## config.mk

```make
export PLATFORM = sky130hd
export DESIGN_NAME = ps2_scan_sequencer
export DESIGN_NICKNAME = d
export VERILOG_FILES = /design/src/rtl/ps2_pkg.sv /design/src/rtl/ps2_code_fifo.sv /design/src/rtl/ps2_scan_sequencer.sv
export SDC_FILE = /design/constraint.sdc
export NUM_CORES = 1
export LEC_CHECK = 0
export CELL_PAD_IN_SITES_DETAIL_PLACEMENT = 1
export CELL_PAD_IN_SITES_GLOBAL_PLACEMENT = 1
export CORE_MARGIN = 2
export CORE_UTILIZATION = 49
export CTS_CLUSTER_DIAMETER = 60
export CTS_CLUSTER_SIZE = 20
export DETAILED_ROUTE_END_ITERATION = 10
export HOLD_SLACK_MARGIN = 0.02
export PLACE_DENSITY_LB_ADDON = 0.15
export SLEW_MARGIN = 10
export SYNTH_ARGS = -nofsm -noshare
export SYNTH_HDL_FRONTEND = slang
export SYNTH_SLANG_ARGS = --single-unit
export TNS_END_PERCENT = 5
```

## constraint.sdc

```tcl
create_clock -name CLK -period 3 [get_ports CLK]
set_input_delay 0.45 -clock CLK [delete_from_list [all_inputs] [get_ports CLK]]
set_output_delay 0.45 -clock CLK [all_outputs]
set_load 0.02 [all_outputs]
```

## src/rtl/ps2_pkg.sv

```systemverilog
// Shared types and constants for the PS/2 scan-code front end.
package ps2_pkg;

    typedef enum logic [1:0] {
        IDLE,
        DATA,
        PARITY,
        STOP
    } ps2_state_t;

    localparam logic [7:0] PS2_EXT = 8'hE0;
    localparam logic [7:0] PS2_BRK = 8'hF0;

    typedef struct packed {
        logic       ext;
        logic       brk;
        logic [7:0] code;
    } ps2_code_t;

endpackage

```

## src/rtl/ps2_code_fifo.sv

```systemverilog
// Small FIFO of decoded scan codes. The head entry drives the outputs directly.
// A push is accepted when full only if a pop happens in the same cycle.
module ps2_code_fifo
    import ps2_pkg::*;
#(
    parameter int DEPTH = 4
) (
    input  logic      CLK,
    input  logic      reset,
    input  logic      push,
    input  ps2_code_t push_data,
    input  logic      pop,
    output ps2_code_t head,
    output logic      full,
    output logic      empty
);

    localparam int AW = $clog2(DEPTH);

    ps2_code_t      mem_reg [DEPTH];
    logic [AW-1:0]  wr_ptr_reg;
    logic [AW-1:0]  rd_ptr_reg;
    logic [AW:0]    count_reg;
    logic           pop_ok;
    logic           push_ok;

    assign empty   = (count_reg == '0);
    assign full    = (count_reg == (AW+1)'(DEPTH));
    // A pop on an empty FIFO is ignored, so a simultaneous push simply becomes the head.
    assign pop_ok  = pop & ~empty;
    assign push_ok = push & (~full | pop_ok);
    assign head    = mem_reg[rd_ptr_reg];

    generate
        for (genvar gi = 0; gi < DEPTH; gi++) begin : g_entry
            always_ff @(posedge CLK) begin
                if (reset) begin
                    mem_reg[gi] <= '0;
                end else if (push_ok && (wr_ptr_reg == AW'(gi))) begin
                    mem_reg[gi] <= push_data;
                end
            end
        end
    endgenerate

    always_ff @(posedge CLK) begin
        if (reset) begin
            wr_ptr_reg <= '0;
            rd_ptr_reg <= '0;
            count_reg  <= '0;
        end else begin
            if (push_ok) begin
                wr_ptr_reg <= wr_ptr_reg + 1'b1;
            end
            if (pop_ok) begin
                rd_ptr_reg <= rd_ptr_reg + 1'b1;
            end
            case ({push_ok, pop_ok})
                2'b10:   count_reg <= count_reg + 1'b1;
                2'b01:   count_reg <= count_reg - 1'b1;
                default: count_reg <= count_reg;
            endcase
        end
    end

endmodule

```

## src/rtl/ps2_scan_sequencer.sv

```systemverilog
// PS/2 receive front end: line synchronizers, 11-bit frame checker, E0/F0 prefix
// folding and a small output FIFO offered over valid/ready.
module ps2_scan_sequencer
    import ps2_pkg::*;
#(
    parameter int TIMEOUT_CYC = 100000,
    parameter int FIFO_DEPTH  = 4
) (
    input  logic       CLK,
    input  logic       reset,
    input  logic       ps2_clk,
    input  logic       ps2_data,
    input  logic       out_ready,
    output logic       out_valid,
    output logic [7:0] out_code,
    output logic       out_brk,
    output logic       out_ext,
    output logic       frame_err,
    output logic       overflow
);

    localparam int             TW      = $clog2(TIMEOUT_CYC) + 1;
    localparam logic [TW-1:0]  TO_LAST = TW'(TIMEOUT_CYC - 1);

    logic [1:0] line_raw;
    logic [1:0] line_sync;
    logic       clk_prev_reg;
    logic       bit_stb;
    logic       data_bit;

    assign line_raw = {ps2_data, ps2_clk};

    generate
        for (genvar gi = 0; gi < 2; gi++) begin : g_sync
            logic meta_reg;
            logic sync_reg;
            always_ff @(posedge CLK) begin
                if (reset) begin
                    meta_reg <= 1'b1;
                    sync_reg <= 1'b1;
                end else begin
                    meta_reg <= line_raw[gi];
                    sync_reg <= meta_reg;
                end
            end
            assign line_sync[gi] = sync_reg;
        end
    endgenerate

    always_ff @(posedge CLK) begin
        if (reset) begin
            clk_prev_reg <= 1'b1;
        end else begin
            clk_prev_reg <= line_sync[0];
        end
    end

    assign bit_stb  = clk_prev_reg & ~line_sync[0];
    assign data_bit = line_sync[1];

    ps2_state_t     state_reg;
    logic [2:0]     bit_cnt_reg;
    logic [7:0]     shift_reg;
    logic           parity_reg;
    logic           accept_reg;
    logic           frame_err_reg;
    logic [TW-1:0]  timeout_cnt_reg;

    always_ff @(posedge CLK) begin
        if (reset) begin
            state_reg       <= IDLE;
            bit_cnt_reg     <= '0;
            shift_reg       <= '0;
            parity_reg      <= 1'b0;
            accept_reg      <= 1'b0;
            frame_err_reg   <= 1'b0;
            timeout_cnt_reg <= '0;
        end else begin
            accept_reg    <= 1'b0;
            frame_err_reg <= 1'b0;
            if ((state_reg == IDLE) || bit_stb) begin
                timeout_cnt_reg <= '0;
            end else begin
                timeout_cnt_reg <= timeout_cnt_reg + 1'b1;
            end

            if (bit_stb) begin
                case (state_reg)
                    IDLE: begin
                        // A high start bit is line noise; wait quietly for a real start.
                        if (!data_bit) begin
                            state_reg   <= DATA;
                            bit_cnt_reg <= '0;
                        end
                    end
                    DATA: begin
                        shift_reg   <= {data_bit, shift_reg[7:1]};
                        bit_cnt_reg <= bit_cnt_reg + 1'b1;
                        if (bit_cnt_reg == 3'd7) begin
                            state_reg <= PARITY;
                        end
                    end
                    PARITY: begin
                        parity_reg <= data_bit;
                        state_reg  <= STOP;
                    end
                    STOP: begin
                        state_reg <= IDLE;
                        if (data_bit && ((^shift_reg) ^ parity_reg)) begin
                            accept_reg <= 1'b1;
                        end else begin
                            frame_err_reg <= 1'b1;
                        end
                    end
                    default: state_reg <= IDLE;
                endcase
            end else if ((state_reg != IDLE) && (timeout_cnt_reg == TO_LAST)) begin
                state_reg       <= IDLE;
                frame_err_reg   <= 1'b1;
                timeout_cnt_reg <= '0;
            end
        end
    end

    logic      ext_reg;
    logic      brk_reg;
    logic      is_prefix;
    logic      push;
    ps2_code_t push_data;

    assign is_prefix = (shift_reg == PS2_EXT) || (shift_reg == PS2_BRK);
    assign push      = accept_reg & ~is_prefix;
    assign push_data = '{ext: ext_reg, brk: brk_reg, code: shift_reg};

    // Prefixes only modify the next real code; any framing error discards them.
    always_ff @(posedge CLK) begin
        if (reset) begin
            ext_reg <= 1'b0;
            brk_reg <= 1'b0;
        end else if (frame_err_reg) begin
            ext_reg <= 1'b0;
            brk_reg <= 1'b0;
        end else if (accept_reg) begin
            if (shift_reg == PS2_EXT) begin
                ext_reg <= 1'b1;
            end else if (shift_reg == PS2_BRK) begin
                brk_reg <= 1'b1;
            end else begin
                ext_reg <= 1'b0;
                brk_reg <= 1'b0;
            end
        end
    end

    ps2_code_t head;
    logic      fifo_full;
    logic      fifo_empty;
    logic      pop;
    logic      overflow_reg;

    assign pop = out_valid & out_ready;

    ps2_code_fifo #(
        .DEPTH(FIFO_DEPTH)
    ) u_fifo (
        .CLK      (CLK),
        .reset    (reset),
        .push     (push),
        .push_data(push_data),
        .pop      (pop),
        .head     (head),
        .full     (fifo_full),
        .empty    (fifo_empty)
    );

    always_ff @(posedge CLK) begin
        if (reset) begin
            overflow_reg <= 1'b0;
        end else begin
            overflow_reg <= push & fifo_full & ~pop;
        end
    end

    assign out_valid = ~fifo_empty;
    assign out_code  = head.code;
    assign out_brk   = head.brk;
    assign out_ext   = head.ext;
    assign frame_err = frame_err_reg;
    assign overflow  = overflow_reg;

endmodule

```

## After elaboration in Yosys (flattened, before gate mapping)

Memories as Yosys holds them, arrays and structs flattened. A register that Yosys moved wholly into a read port is not among the register bits.
Cells that the tools add are included.
W data, S select, Z words.

- Register bits: 49
- RAM bits: 40
- Input port bits: 5
- Output and inout port bits: 13
- Logic and storage cells: 126
- Memories kept: 1

Memories:

| memory | depth | bits a word | rd ports | clocked after Yosys merged registers in | wr ports | line | RTL |
|---|---|---|---|---|---|---|---|
| u_fifo.mem_reg | 4 | 10 | 1 | 1 | 4 | ps2_code_fifo.sv:20 | `ps2_code_t mem_reg [DEPTH];` |

- $add $sub $neg: 6
- Eq/ne operators: 17
- Mux-type cells: 39
- Bitwise gates (word level): 21
- Reductions and logical operators: 24

Operators with widths:

| cell | number |
|---|---|
| $mux W18 | 3 |
| $mux W10 | 4 |
| $mux W1 | 22 |
| $add A18 B1 Y18 const B | 1 |
| $eq A18 B17 Y1 const B | 1 |
| $eq A8 B8 Y1 const B | 2 |
| $mux W2 | 6 |
| $pmux W3 S2 | 2 |
| $eq A2 B2 Y1 const B | 5 |
| $not A1 Y1 | 8 |
| $pmux W2 S4 | 1 |
| $reduce_and A2 Y1 | 4 |
| $reduce_bool A2 Y1 | 4 |
| $reduce_xor A8 Y1 | 1 |
| $and A1 B1 Y1 | 7 |
| $add A3 B1 Y3 const B | 2 |
| $eq A2 B1 Y1 const B | 3 |
| $eq A3 B3 Y1 const B | 2 |
| $logic_and A1 B1 Y1 | 6 |
| $ne A3 B3 Y1 const B | 2 |
| $reduce_and A3 Y1 | 2 |
| $or A1 B1 Y1 | 5 |
| $add A2 B1 Y2 const B | 2 |
| $logic_not A2 Y1 | 2 |
| 8 further kinds | 10 |

## Logic depth before layout (Yosys ltp)

- Word-level depth: 11
- Mapped depth: 12
- Mapped depth without buffers: 11

## Cells and area by module

From an unflattened synthesis, not the netlist that was laid out.

- Cell total of the unflattened synthesis: 389
- Area, all modules: 4,124.0 µm²

By module, submodules not included:

| module | times used | cells an instance | area an instance (µm²) | sequential area each (µm²) |
|---|---|---|---|---|
| ps2_code_fifo | 1 | 166 | 2,189.6 | 1,381.3 |
| ps2_scan_sequencer | 1 | 223 | 1,934.4 | 840.8 |

## Least setup slack after synthesis

Ideal clock, no wire load.

- Path type: in2reg
- From: input out_ready
- To: register u_fifo.count_reg[2]
- Setup time: 70 ps
- Arrival time: 2,496 ps
- Data required time: 2,930 ps
- Setup slack: 433 ps
- Stages: 10
- Path buffers: 1
- Cells stage by stage: or4b_1 > and3_1 > clkbuf_1 > inv_1 > ha_1 > inv_1 > fa_1 > xor2_1 > or3_1 > a21oi_1

- Longest elaborated chain between the ends: 6
- Elaborated cells between the ends (all ways): 8
- Those cells by class: eq/ne (2); mux (1); bitwise (4); reduce/logical (1)

RTL lines:

| what | line | RTL |
|---|---|---|
| from (decl) | ps2_scan_sequencer.sv:13 | `input logic out_ready,` |
| $and A1 B1 Y1 * | ps2_scan_sequencer.sv:161 | `assign pop = out_valid & out_ready;` |
| $and A1 B1 Y1 * | ps2_code_fifo.sv:30 | `assign pop_ok = pop & ~empty;` |
| $or A1 B1 Y1 | ps2_code_fifo.sv:31 | `assign push_ok = push & (~full \| pop_ok);` |
| $and A1 B1 Y1 | ps2_code_fifo.sv:31 |  |
| $eq A2 B1 Y1 or $eq A2 B2 Y1 (tied branches) | ps2_code_fifo.sv:58 | `case ({push_ok, pop_ok})` |
| $pmux W3 S2 or $reduce_bool A2 Y1 (tied branches) | n/a |  |
| to (signal assigned) | ps2_code_fifo.sv:59 | `2'b10: count_reg <= count_reg + 1'b1;` |
| to (signal assigned) | ps2_code_fifo.sv:60 | `2'b01: count_reg <= count_reg - 1'b1;` |
| to (signal assigned) | ps2_code_fifo.sv:61 | `default: count_reg <= count_reg;` |
| to (decl) | ps2_code_fifo.sv:23 | `logic [AW:0] count_reg;` |

Mark *: on every way between the ends. The rest lies on a longest branch, timed or not.
A chain may end at the register's enable or synchronous reset.

## Worst setup path after layout

Same ends and word-level chain as after synthesis.

==> impl_metrics.yaml <==
timing:
  maxSlewHeadroom: 0.414
  fin_crit_ns: 2.57
  setup_ws_ns: 0.431
  timing.final.crit_share: 0.856
  finClkSkew_ns: 0.00999
  rsz0062_at_grt: "false"
  hold_violations: 0
  fin_tns_setup_ns: 0
  clock.fmax_ghz: 0.389
  setup_viol: 0
  tightest_slew_ns: 0.877
  slew_viol_final: 0
finish:
  largest_register_ffs: 40
  layout_common_cells: "dfxtp_1 (51), and3_1 (42), edfxtp_1 (40)"
  syn2layout_area_growth_pct: 10.9
  design_area_mm2: 0.00461
  final_common_cell: "dfxtp_1"
  layout-drive-gt1-share: 0.138
  antenna_cells: 0
  final_core_util: 0.561
  nets: 401
setup_path:
  worstPathRequired_ns: 3.28
  cpMostUsedCell: "inv_1"
  cpPeakStageDelay_ns: 0.50
  slowest_stage: "or4b_1"
  crit_path_cell_trace: "clkdlybuf4s50_1 > or4b_1 > and3_1 > inv_1 > ha_1 > inv_1 > fa_1 > xor2_1 > or3_1 > a21oi_1"
  critPathMaxFanout: 3
  cp.arrival_ns: 2.85
  worstSetupPathType: "input pin to register"
  endpoint_kind: "register"
  worst_setup_path_start_kind: "input pin"
power_and_ir_drop:
  p_int_mw: 1.73
  p_leak_nw: 1.75
  power_switching_uw: 497
  power.density_mw_per_mm2: 484
  p_comb_frac: 0.028
  power_frac_seq: 0.592
  ir_drop_uv: 269
  clock_power_share: 0.380
  switching_share: 0.223
synth:
  synth_xor_area_frac: 0.0455
  syn_avg_cell_area_um2: 11.4
  ys.flop_type: "dfxtp_1"
  synth-simple-area-share: 0.200
  synth.ff_latch_count: 91
  ys_warn_count: 0
  synthesis.nets: 387
  async_reset_ff_frac: 0
  syn_inst: 364
  synth.distinct_cells: 48
  synth_edf_count: 40
  synth_area_mm2: 0.00415
  synth_compound_area_frac: 0.0612
  yosys.area_share.adder: 0.0560
  synth-seq-area-share: 0.535
  synth_top_family_by_area: "simple AND/OR/NAND/NOR gates"
  muxShareOfSynthArea: 0.0615
placed_design:
  dp_hpwl_um: 5860
  routabilityCongestion: 0.769
  placed_area_mm2: 0.00441
  io_buffers: 17
  post-place-ws_ns: 0.0636
flow_run:
  drv_cap: 0
clock_tree:
  clock_path_buffers: 2
  cts_tree: "done"
  cts_max_level: 3
  clkTransAtPathRegs_ns: 0.09
  ctsResizeCount: 0
  cts.sinks: 91
  cts_buffers: 9
  holdBufCountCts: 0
  post_cts_buffers: 0
  clock_latency_ns: 0.36
  cts-root-buf: "clkbuf_8"
floorplanning:
  fp.dieH_um: 96.1
  die-area_mm2: 0.00923
  start_util: 0.505
  std_cell_rows: 33
  core_mm2: 0.00822
  ios: 18
  fp.dieW_um: 96.1
route:
  drtIter0Drc: 65
  firstDrtPassIters: 4
  drc: 0
  routed_via_density: 5.67
  routedWlPerCell_um: 17.3
  ant_nets: 0
  vias: 2768
  drt-total-wl_um: 8430
run_status:
  outcome: "finished, final reports clean"
min_path:
  hp-class: "register to register"
grt:
  grt_first_pass_wirelength_um: 13900
  grt.overflow.total: 0
  track_usage: 0.201
  grt_start_max_net_pins: 41
  grt_pass1_vias: 2868
  antenna_found_initial: 0
## path summary, 6_finish.rpt
check,to,slack (ns),depth (start not counted),from
min reg2reg,g_sync[0].sync_reg$_SDFF_PP1_,0.42,1,g_sync[0].meta_reg$_SDFF_PP1_
max,u_fifo.count_reg[2]$_SDFFE_PP0P_,0.43,10,out_ready
max reg2reg,u_fifo.count_reg[2]$_SDFFE_PP0P_,0.48,10,shift_reg[5]$_SDFFE_PP0P_
min,g_sync[0].sync_reg$_SDFF_PP1_,0.42,1,g_sync[0].meta_reg$_SDFF_PP1_
## power groups by stage
stage	registers, mW	clock network (mW)	logic (mW)
final	1.32	0.846	0.0632
after global routing	1.32	0.914	0.0688
after CTS	1.32	0.863	0.0644
after detailed placement	1.35	0	0.0644
after global placement	1.34	0	0.0627
after floorplan	1.34	0	0.0373
## metrics by stage
stage	hold WS, ns	total power, mW	instances
global placement	0.393	1.41	472
detailed placement	0.399	1.41	472
floorplan	0.389	1.38	364
finish	0.418	2.23	488
global route	0.430	2.30	488
CTS	0.421	2.25	488
## cell usage after synthesis, types with 2 or more instances
cell / count / area (um2)
a21o_1: 4 / 30.0
a21oi_1: 16 / 80.1
a22oi_1: 2 / 15.0
and3_1: 42 / 263
and4_1: 3 / 26.3
buf_6: 3 / 33.8
clkbuf_1: 15 / 56.3
dfxtp_1: 51 / 1020
edfxtp_1: 40 / 1200
ha_1: 17 / 213
inv_1: 19 / 71.3
mux2i_1: 3 / 30.0
mux4_2: 10 / 225
nand2_1: 20 / 75.1
nand3_1: 16 / 80.1
nand3b_1: 3 / 22.5
nand4_1: 4 / 25.0
nor2_1: 16 / 60.1
nor2_2: 10 / 62.6
nor2b_1: 3 / 18.8
nor3_1: 6 / 30.0
nor4_1: 3 / 18.8
o21ai_0: 6 / 30.0
o31ai_1: 2 / 15.0
o32ai_1: 2 / 17.5
or2_2: 6 / 37.5
or3_1: 4 / 25.0
xnor2_1: 5 / 43.8
xor2_1: 14 / 123
## layer usage
| layer | global-route usage | routed length, um | vias to the layer above |
|---|---|---|---|
| li1 | - | - | 1334 |
| met1 | 0.247 | 3680 | 1383 |
| met2 | 0.351 | 4410 | 39 |
| met3 | 0.0360 | 197 | 12 |
| met4 | 0.0762 | 150 | 0 |
| met5 | 0 | 0 | - |
## critical path, delay by kind of cell
family	cells	cell delay, ns
XOR/XNOR	1	0.16
AO/OA/AOI/OAI	1	0.14
AND/OR/NAND/NOR	3	1.02
adder cells (fa/ha/maj)	2	0.56
buffers and inverters	3	0.54
## layout make-up
class	count	area [um2]
inverter	19	71.3
timing repair buffer	23	215
clock inverter	6	72.6
fill	869	3610
clock buffer	10	128
sequential	91	2220
multi-input combinational	234	1770
tap	105	131
## logic make-up after synthesis
group | Yosys count
simple gates | 145
flops | 91
buf+inv | 39
compound gates | 38
xor+xnor | 20
fa+ha+maj | 18
mux | 13
(Power assumes the default switching activity.)
